File: src/rtl/load_store_unit_pkg.sv
// Shared constants and types for the load/store unit: funct3 encodings,
// the read-modify-write FSM states and the data memory geometry.
package load_store_unit_pkg;

  localparam logic [2:0] F3_B  = 3'b000;
  localparam logic [2:0] F3_H  = 3'b001;
  localparam logic [2:0] F3_W  = 3'b010;
  localparam logic [2:0] F3_BU = 3'b100;
  localparam logic [2:0] F3_HU = 3'b101;

  localparam int LSU_ADDR_W = 6;
  localparam int MEM_BYTES  = 1 << (LSU_ADDR_W + 2);

  typedef enum logic [0:0] {
    IDLE     = 1'b0,
    MERGE_WR = 1'b1
  } state_e;

endpackage

File: src/rtl/lsu_align.sv
// Combinational data alignment: load byte/half extraction with extension,
// and sub-word lane merge of store data into a previously read word.
module lsu_align
  import load_store_unit_pkg::*;
(
  input  logic [2:0]  load_funct3,
  input  logic [1:0]  load_off,
  input  logic [31:0] load_word,
  output logic [31:0] load_data,
  input  logic [2:0]  st_funct3,
  input  logic [1:0]  st_off,
  input  logic [31:0] st_word,
  input  logic [31:0] st_data,
  output logic [31:0] merged
);

  logic [7:0]  sel_byte;
  logic [15:0] sel_half;

  always_comb begin
    sel_byte = load_word[7:0];
    case (load_off)
      2'd0: sel_byte = load_word[7:0];
      2'd1: sel_byte = load_word[15:8];
      2'd2: sel_byte = load_word[23:16];
      2'd3: sel_byte = load_word[31:24];
      default: sel_byte = load_word[7:0];
    endcase
    sel_half = load_off[1] ? load_word[31:16] : load_word[15:0];

    case (load_funct3)
      F3_B:    load_data = {{24{sel_byte[7]}}, sel_byte};
      F3_BU:   load_data = {24'h0, sel_byte};
      F3_H:    load_data = {{16{sel_half[15]}}, sel_half};
      F3_HU:   load_data = {16'h0, sel_half};
      default: load_data = load_word;
    endcase
  end

  // Only SB and SH ever reach the merge path; anything other than B is a half.
  always_comb begin
    merged = st_word;
    if (st_funct3 == F3_B) begin
      case (st_off)
        2'd0: merged[7:0]   = st_data[7:0];
        2'd1: merged[15:8]  = st_data[7:0];
        2'd2: merged[23:16] = st_data[7:0];
        2'd3: merged[31:24] = st_data[7:0];
        default: merged = st_word;
      endcase
    end else if (st_off[1]) begin
      merged[31:16] = st_data[15:0];
    end else begin
      merged[15:0] = st_data[15:0];
    end
  end

endmodule

File: src/rtl/load_store_unit.sv
// Load/store unit: byte-addressed core requests onto a word-wide memory,
// with a two-cycle read-modify-write for SB/SH and trapping of bad requests.
module load_store_unit
  import load_store_unit_pkg::*;
#(
  parameter int ADDR_W = 6,
  parameter int DATA_W = 32
) (
  input  logic              clk,
  input  logic              rst_n,
  input  logic              req_valid,
  input  logic              req_we,
  input  logic [2:0]        req_funct3,
  input  logic [31:0]       req_addr,
  input  logic [DATA_W-1:0] req_wdata,
  output logic [DATA_W-1:0] rdata,
  output logic              stall,
  output logic              fault,
  output logic [31:0]       fault_addr,
  output logic              mem_read,
  output logic              mem_write,
  output logic [ADDR_W-1:0] mem_addr,
  output logic [DATA_W-1:0] mem_wdata,
  input  logic [DATA_W-1:0] mem_rdata,
  output state_e            dbg_state
);

  // Handshake: a request is presented with req_valid=1 and is accepted at a
  // rising edge where stall=0; while stall=1 the core holds req_* unchanged.

  state_e            state, state_nxt;
  logic [ADDR_W-1:0] word;
  logic [1:0]        off;
  logic              f3_load_ok, f3_store_ok, misaligned, out_of_range, illegal;
  logic              start_rmw, take_fault;
  logic [ADDR_W-1:0] cap_word;
  logic [1:0]        cap_off;
  logic [31:0]       cap_rdata, cap_wdata;
  logic [2:0]        cap_funct3;
  logic [31:0]       load_data, merged;

  assign word      = req_addr[ADDR_W+1:2];
  assign off       = req_addr[1:0];
  assign dbg_state = state;

  always_comb begin
    f3_load_ok   = req_funct3 inside {F3_B, F3_H, F3_W, F3_BU, F3_HU};
    f3_store_ok  = req_funct3 inside {F3_B, F3_H, F3_W};
    misaligned   = (((req_funct3 == F3_H) || (req_funct3 == F3_HU)) && off[0]) ||
                   ((req_funct3 == F3_W) && (off != 2'b00));
    out_of_range = |req_addr[31:ADDR_W+2];
    illegal      = misaligned || out_of_range || (req_we ? !f3_store_ok : !f3_load_ok);
    take_fault   = (state == IDLE) && req_valid && illegal;
    start_rmw    = (state == IDLE) && req_valid && !illegal && req_we &&
                   (req_funct3 != F3_W);
  end

  lsu_align u_align (
    .load_funct3 (req_funct3),
    .load_off    (off),
    .load_word   (mem_rdata),
    .load_data   (load_data),
    .st_funct3   (cap_funct3),
    .st_off      (cap_off),
    .st_word     (cap_rdata),
    .st_data     (cap_wdata),
    .merged      (merged)
  );

  always_ff @(posedge clk or negedge rst_n) begin
    if (!rst_n) state <= IDLE;
    else        state <= state_nxt;
  end

  always_comb begin
    state_nxt = state;
    case (state)
      IDLE:     if (start_rmw) state_nxt = MERGE_WR;
      MERGE_WR: state_nxt = IDLE;
      default:  state_nxt = IDLE;
    endcase
  end

  always_comb begin
    mem_read  = 1'b0;
    mem_write = 1'b0;
    stall     = 1'b0;
    mem_addr  = word;
    mem_wdata = req_wdata;
    rdata     = '0;
    case (state)
      IDLE: begin
        if (req_valid && !illegal) begin
          if (!req_we) begin
            mem_read = 1'b1;
            rdata    = load_data;
          end else if (req_funct3 == F3_W) begin
            mem_write = 1'b1;
          end else begin
            mem_read = 1'b1;
            stall    = 1'b1;
          end
        end
      end
      MERGE_WR: begin
        mem_write = 1'b1;
        mem_addr  = cap_word;
        mem_wdata = merged;
      end
      default: ;
    endcase
    // Strobes must never fire into memory while reset is held.
    if (!rst_n) begin
      mem_read  = 1'b0;
      mem_write = 1'b0;
      stall     = 1'b0;
    end
  end

  always_ff @(posedge clk or negedge rst_n) begin
    if (!rst_n) begin
      cap_word   <= '0;
      cap_off    <= '0;
      cap_rdata  <= '0;
      cap_wdata  <= '0;
      cap_funct3 <= '0;
    end else if (start_rmw) begin
      cap_word   <= word;
      cap_off    <= off;
      cap_rdata  <= mem_rdata;
      cap_wdata  <= req_wdata;
      cap_funct3 <= req_funct3;
    end
  end

  always_ff @(posedge clk or negedge rst_n) begin
    if (!rst_n) begin
      fault      <= 1'b0;
      fault_addr <= '0;
    end else begin
      fault <= take_fault;
      if (take_fault) fault_addr <= req_addr;
    end
  end

endmodule

File: config.mk
export PLATFORM = sky130hd
export DESIGN_NAME = load_store_unit
export DESIGN_NICKNAME = d
export VERILOG_FILES = /design/src/rtl/load_store_unit_pkg.sv /design/src/rtl/lsu_align.sv /design/src/rtl/load_store_unit.sv
export SDC_FILE = /design/constraint.sdc
export NUM_CORES = 1
export LEC_CHECK = 0
export BUFFER_PORTS_ARGS = -buffer_cell sky130_fd_sc_hd__clkbuf_2
export CORE_ASPECT_RATIO = 1.2
export CORE_UTILIZATION = 40
export DETAILED_ROUTE_END_ITERATION = 8
export GPL_ROUTABILITY_DRIVEN = 0
export PLACE_DENSITY_LB_ADDON = 0.05
export SKIP_CTS_REPAIR_TIMING = 1
export SLEW_MARGIN = 10
export SYNTH_ARGS = -nofsm -noshare
export SYNTH_HDL_FRONTEND = slang
export SYNTH_HIERARCHICAL = 1
export SYNTH_SLANG_ARGS = --single-unit
File: constraint.sdc
create_clock -name clk -period 5.55 [get_ports clk]
set_input_delay 1.11 -clock clk [delete_from_list [all_inputs] [get_ports clk]]
set_output_delay 1.11 -clock clk [all_outputs]
set_load 0.01 [all_outputs]
==> results of run 1 <==
-- flip-flops by register name, indices dropped and copies added (netlist names) --
| signal | cells |
|---|---|
| fault | 1 |
| cap_rdata | 32 |
| cap_funct3 | 3 |
| cap_word | 6 |
| cap_off | 2 |
| cap_wdata | 16 |
| fault_addr | 32 |
| dbg_state | 1 |
-- layer usage --
metal	wire, um	track usage (%)	up-vias
met5	0	0	-
met4	259	8.16	0
met3	906	4.02	16
met2	8510	40.8	150
met1	6270	26.9	2254
li1	-	-	2145
-- stage by stage --
step | std cells | power (mW) | setup WS, ns
after detailed placement | 828 | 0.970 | 1.46
after global placement | 828 | 0.966 | 1.56
after global routing | 844 | 1.70 | 1.30
final | 844 | 1.62 | 1.43
after CTS | 844 | 1.64 | 1.46
after floorplan | 479 | 0.846 | 1.87
-- layout make-up --
cell class / count / area share, %
clock inverters: 5 / 1.19
clock buffers: 11 / 3.51
repair buffers: 215 / 15.8
flip-flops and latches: 93 / 33.7
inverters: 4 / 0.217
well taps: 168 / 3.04
multi-input cells: 348 / 42.6
-- power breakdown --
part / internal (mW) / switching, mW
Clock: 0.409 / 0.258
Sequential: 0.701 / 0.0123
Combinational: 0.114 / 0.128
Total: 1.22 / 0.398
-- worst max path at each step --
stage | end | cells past startpoint | from
2_1_floorplan | rdata[16] | 6 | req_funct3[1]
3_3_place_gp | rdata[0] | 6 | req_funct3[0]
3_5_place_dp | rdata[28] | 7 | req_addr[1]
4_1_cts | rdata[28] | 6 | req_funct3[0]
5_1_grt | rdata[28] | 6 | req_funct3[0]
6_report | rdata[28] | 7 | req_addr[1]
==> results.py, run 1 <==
metrics = {
    "setup_path": {
        "cp_slowest_cell": "or4_4",
        "cp.required_ns": 4.44,
        "critical_path.top_delay_family": "simple AND/OR/NAND/NOR gates",
        "crit_buf_inv": 2,
        "r2r_end": "cap_rdata[31]",
        "critPathCaptureType": "output pin",
        "cp-start-kind": "input pin",
        "max_stage_delay_ns": 0.45,
        "path_max_fanout": 25,
        "cp.arrival_ns": 3.01,
        "setup.worst_path.class": "in2out",
        "ff2ff_setup_slack_ns": 2.74,
        "critPathMostFrequentCell": "clkbuf_2",
        "cp_cell_sequence": "clkbuf_2 -> mux2i_1 -> or4_4 -> o22ai_4 -> a21o_1 -> nor3b_1 -> clkbuf_2",
        "worstRegToRegCells": 5,
        "regToRegStartpoint": "dbg_state",
    },
    "job": {
        "cap_violations": 0,
    },
    "route": {
        "routed_wl_um": 15900,
        "first_pass_iters": 4,
        "antenna_left": 0,
        "drc": 0,
        "viasPerCell": 5.41,
        "wl_per_cell_um": 18.9,
        "drt_first_iter_violations": 224,
        "vias": 4565,
    },
    "final_layout": {
        "fill_cells": 1259,
        "final_cell_area_um2": 6920,
        "final_core_util_pct": 51.8,
        "seq_area_um2": 2330,
        "num_antenna_cells": 0,
        "nets": 774,
        "multi_input_area_um2": 2950,
        "mostFrequentLayoutCells": "clkbuf_2, dfrtp_1, mux2_2",
        "final_common_cell": "clkbuf_2",
        "drive_above_1_share_pct": 49.3,
        "areaGrowthSynthToFinish_pct": 25.4,
    },
    "clock_network": {
        "cts_buffer_depth": 2,
        "cts.clk_slew.worst_paths_ns": 0.06,
        "cts_made_buffers": 9,
        "cts_root_buffer": "clkbuf_16",
        "cts_tree": "done",
        "clock_latency_ns": 0.34,
        "h-tree-depth": 3,
        "cts.sinks": 93,
    },
    "placed_design": {
        "dp_hpwl_um": 12300,
        "place_area_um2": 6590,
        "io_buffers": 209,
    },
    "sta": {
        "rsz0062_at_grt": "no",
        "fin_crit_ns": 4.12,
        "worst_hold_slack_ns": 0.487,
        "tightest_slew_ns": 0.964,
        "slew_headroom_pct": 35.7,
        "final_max_slew_viol_count": 0,
        "max_freq_ghz": 0.243,
        "skew_ns": 0.0100,
        "setup_viol": 0,
        "fin_crit_sh_pct": 74.2,
        "tns_ns": 0,
        "hold_viol": 0,
    },
    "worst_hold_path": {
        "hold_start": "cap_word[3]",
        "min_to": "cap_word[3]",
        "worstHoldPathCells": 1,
        "hold_class": "reg2reg",
    },
    "yosys": {
        "synthCells": 479,
        "yosys_warnings": 6,
        "syn-num-nets": 582,
        "syn_area_per_cell_um2": 11.5,
        "netlist_area_um2": 5520,
    },
    "global_route": {
        "grt_max_degree": 62,
        "grt_pass1_vias": 4527,
        "grt_overflow": 0,
        "grt_pass1_wl_um": 24200,
        "antenna_found_initial": 0,
        "grtUsageTotal_pct": 22.7,
    },
    "power": {
        "p_per_area_nw_per_um2": 234,
        "peakVddDrop_mv": 0.158,
        "power.leakage_nw": 3.58,
    },
    "die": {
        "die-area_um2": 14300,
        "start_util_pct": 41.3,
        "ios": 210,
        "die_w_um": 109,
        "num_rows": 46,
        "chipHeight_um": 131,
        "core_um2": 13400,
    },
    "outcome": {
        "status": "finished clean",
    },
}
No activity file was read; power rests on OpenSTA's default activity.
==> inputs of run 2 (changes only) <==
- clock period: 5.55 -> 4 ns (I/O delays scaled with it)
==> run 2 against run 1 <==
  * Non-clock buffer count rose by 3
  * Highest routed layer unchanged
  * Critical path type unchanged
  * Critical path depth did not move
  * Total power rose by 35%
==> results.py, run 2 (synthesized netlist as in run 1, its figures left out) <==
metrics = {
    "global_route": {
        "antenna_found_initial": 0,
        "grtUsageTotal_pct": 22.8,
        "grt_pass1_wl_um": 24200,
        "grt_pass1_vias": 4602,
        "grt_max_degree": 57,
        "grt_overflow": 0,
    },
    "setup_path": {
        "cp.required_ns": 3.20,
        "cp-start-kind": "input pin",
        "ff2ff_setup_slack_ns": 1.67,
        "r2r_end": "cap_rdata[7]",
        "worstRegToRegCells": 5,
        "critPathCaptureType": "output pin",
        "path_max_fanout": 25,
        "setup.worst_path.class": "in2out",
        "cp.arrival_ns": 2.65,
        "regToRegStartpoint": "dbg_state",
    },
    "sta": {
        "tns_ns": 0,
        "final_max_slew_viol_count": 0,
        "setup_viol": 0,
        "skew_ns": 0.00780,
        "tightest_slew_ns": 0.729,
        "fin_crit_ns": 3.45,
        "slew_headroom_pct": 51.4,
        "hold_viol": 0,
        "rsz0062_at_grt": "no",
        "max_freq_ghz": 0.290,
        "fin_crit_sh_pct": 86.3,
    },
    "final_layout": {
        "largestRegisters": "cap_rdata: 32 flops, fault_addr: 32 flops, cap_wdata: 16 flops",
        "final_common_cell": "clkbuf_2",
        "final_cell_area_um2": 6930,
        "fill_cells": 1268,
        "nets": 777,
        "areaGrowthSynthToFinish_pct": 25.6,
        "final_core_util_pct": 51.9,
        "mostFrequentLayoutCells": "clkbuf_2, dfrtp_1, mux2_2",
        "drive_above_1_share_pct": 49.6,
    },
    "route": {
        "antenna_left": 0,
        "vias": 4550,
        "drc": 0,
        "viasPerCell": 5.37,
        "routed_wl_um": 16100,
        "first_pass_iters": 4,
        "drt_first_iter_violations": 195,
        "wl_per_cell_um": 19.0,
    },
    "clock_network": {
        "cts_root_buffer": "clkbuf_16",
        "cts_tree": "done",
        "h-tree-depth": 3,
        "cts.clk_slew.worst_paths_ns": 0.07,
        "cts.sinks": 93,
        "cts_made_buffers": 9,
        "cts_buffer_depth": 2,
        "clock_latency_ns": 0.34,
    },
    "die": {
        "start_util_pct": 41.3,
        "core_um2": 13400,
        "die_w_um": 109,
        "num_rows": 46,
        "die-area_um2": 14300,
        "chipHeight_um": 131,
        "ios": 210,
    },
    "job": {
        "cap_violations": 0,
    },
    "worst_hold_path": {
        "hold_class": "in2async",
    },
    "outcome": {
        "status": "finished clean",
    },
    "power": {
        "power.leakage_nw": 3.59,
        "peakVddDrop_mv": 0.170,
        "p_per_area_nw_per_um2": 315,
    },
    "placed_design": {
        "io_buffers": 209,
        "dp_hpwl_um": 12400,
        "place_area_um2": 6630,
    },
}
==> run 2: changes by cell type in the layout (fill, tap and decap cells not counted), sizes merged <==
| cell | delta |
|---|---|
| clkbuf | -1 |
| bufinv | -1 |
| buf | +3 |
| clkinvlp | +1 |
| diode | +1 |
==> run 2: cell type report <==
cell class / count / area, um^2 / share of cell area, %
multi-input combinational: 348 / 2950 / 42.5
tap: 168 / 210 / 3.03
clock buffer: 10 / 239 / 3.45
clock inverter: 5 / 60.1 / 0.867
inverter: 4 / 15.0 / 0.217
sequential: 93 / 2330 / 33.6
antenna: 1 / 2.50 / 0.0361
timing repair buffer: 218 / 1130 / 16.3
==> run 2: metal layers <==
layer | GRT usage, % | part of all wire [%] | routed length (um)
met1 | 26.0 | 40 | 6500
met3 | 3.82 | 4.6 | 747
met5 | 0 | 0 | 0
met2 | 41.6 | 52 | 8370
met4 | 10.0 | 2.8 | 455
==> run 2: report_power, final <==
group	leakage [nW]	internal, mW	switching [mW]	total, mW
registers	1.22	0.973	0.0160	0.989
clock network	0.145	0.500	0.359	0.859
logic	2.22	0.159	0.177	0.336
total	3.59	1.63	0.552	2.18
==> run 2: worst max-delay path by stage <==
stage           endpoint  slack [ns]  depth (start not counted)     startpoint
4_1_cts        rdata[14]        0.57                          6  req_funct3[0]
6_report       rdata[20]        0.55                          7    req_addr[1]
2_1_floorplan  rdata[16]        0.94                          6  req_funct3[1]
3_3_place_gp   rdata[15]        0.62                          6  req_funct3[0]
3_5_place_dp   rdata[20]        0.57                          7    req_addr[1]
5_1_grt        rdata[29]        0.39                          7    req_addr[1]
==> run 2: metrics by stage <==
stage                     worst slack (ns)  cells  power, mW  hold WS [ns]
after CTS                            0.574    846       2.21         0.438
after detailed placement             0.571    831       1.35         0.474
after global placement               0.616    831       1.34         0.466
after floorplan                      0.940    479       1.17         0.452
final                                0.547    847       2.18         0.421
after global routing                 0.394    846       2.29         0.445
==> run 2: worst max-delay path, cell delays in order <==
cell	delay, ns
clkbuf_2	0.37
mux2i_1	0.14
or4_4	0.44
o22ai_4	0.40
a21o_1	0.12
nor3b_1	0.20
clkbuf_2	0.17
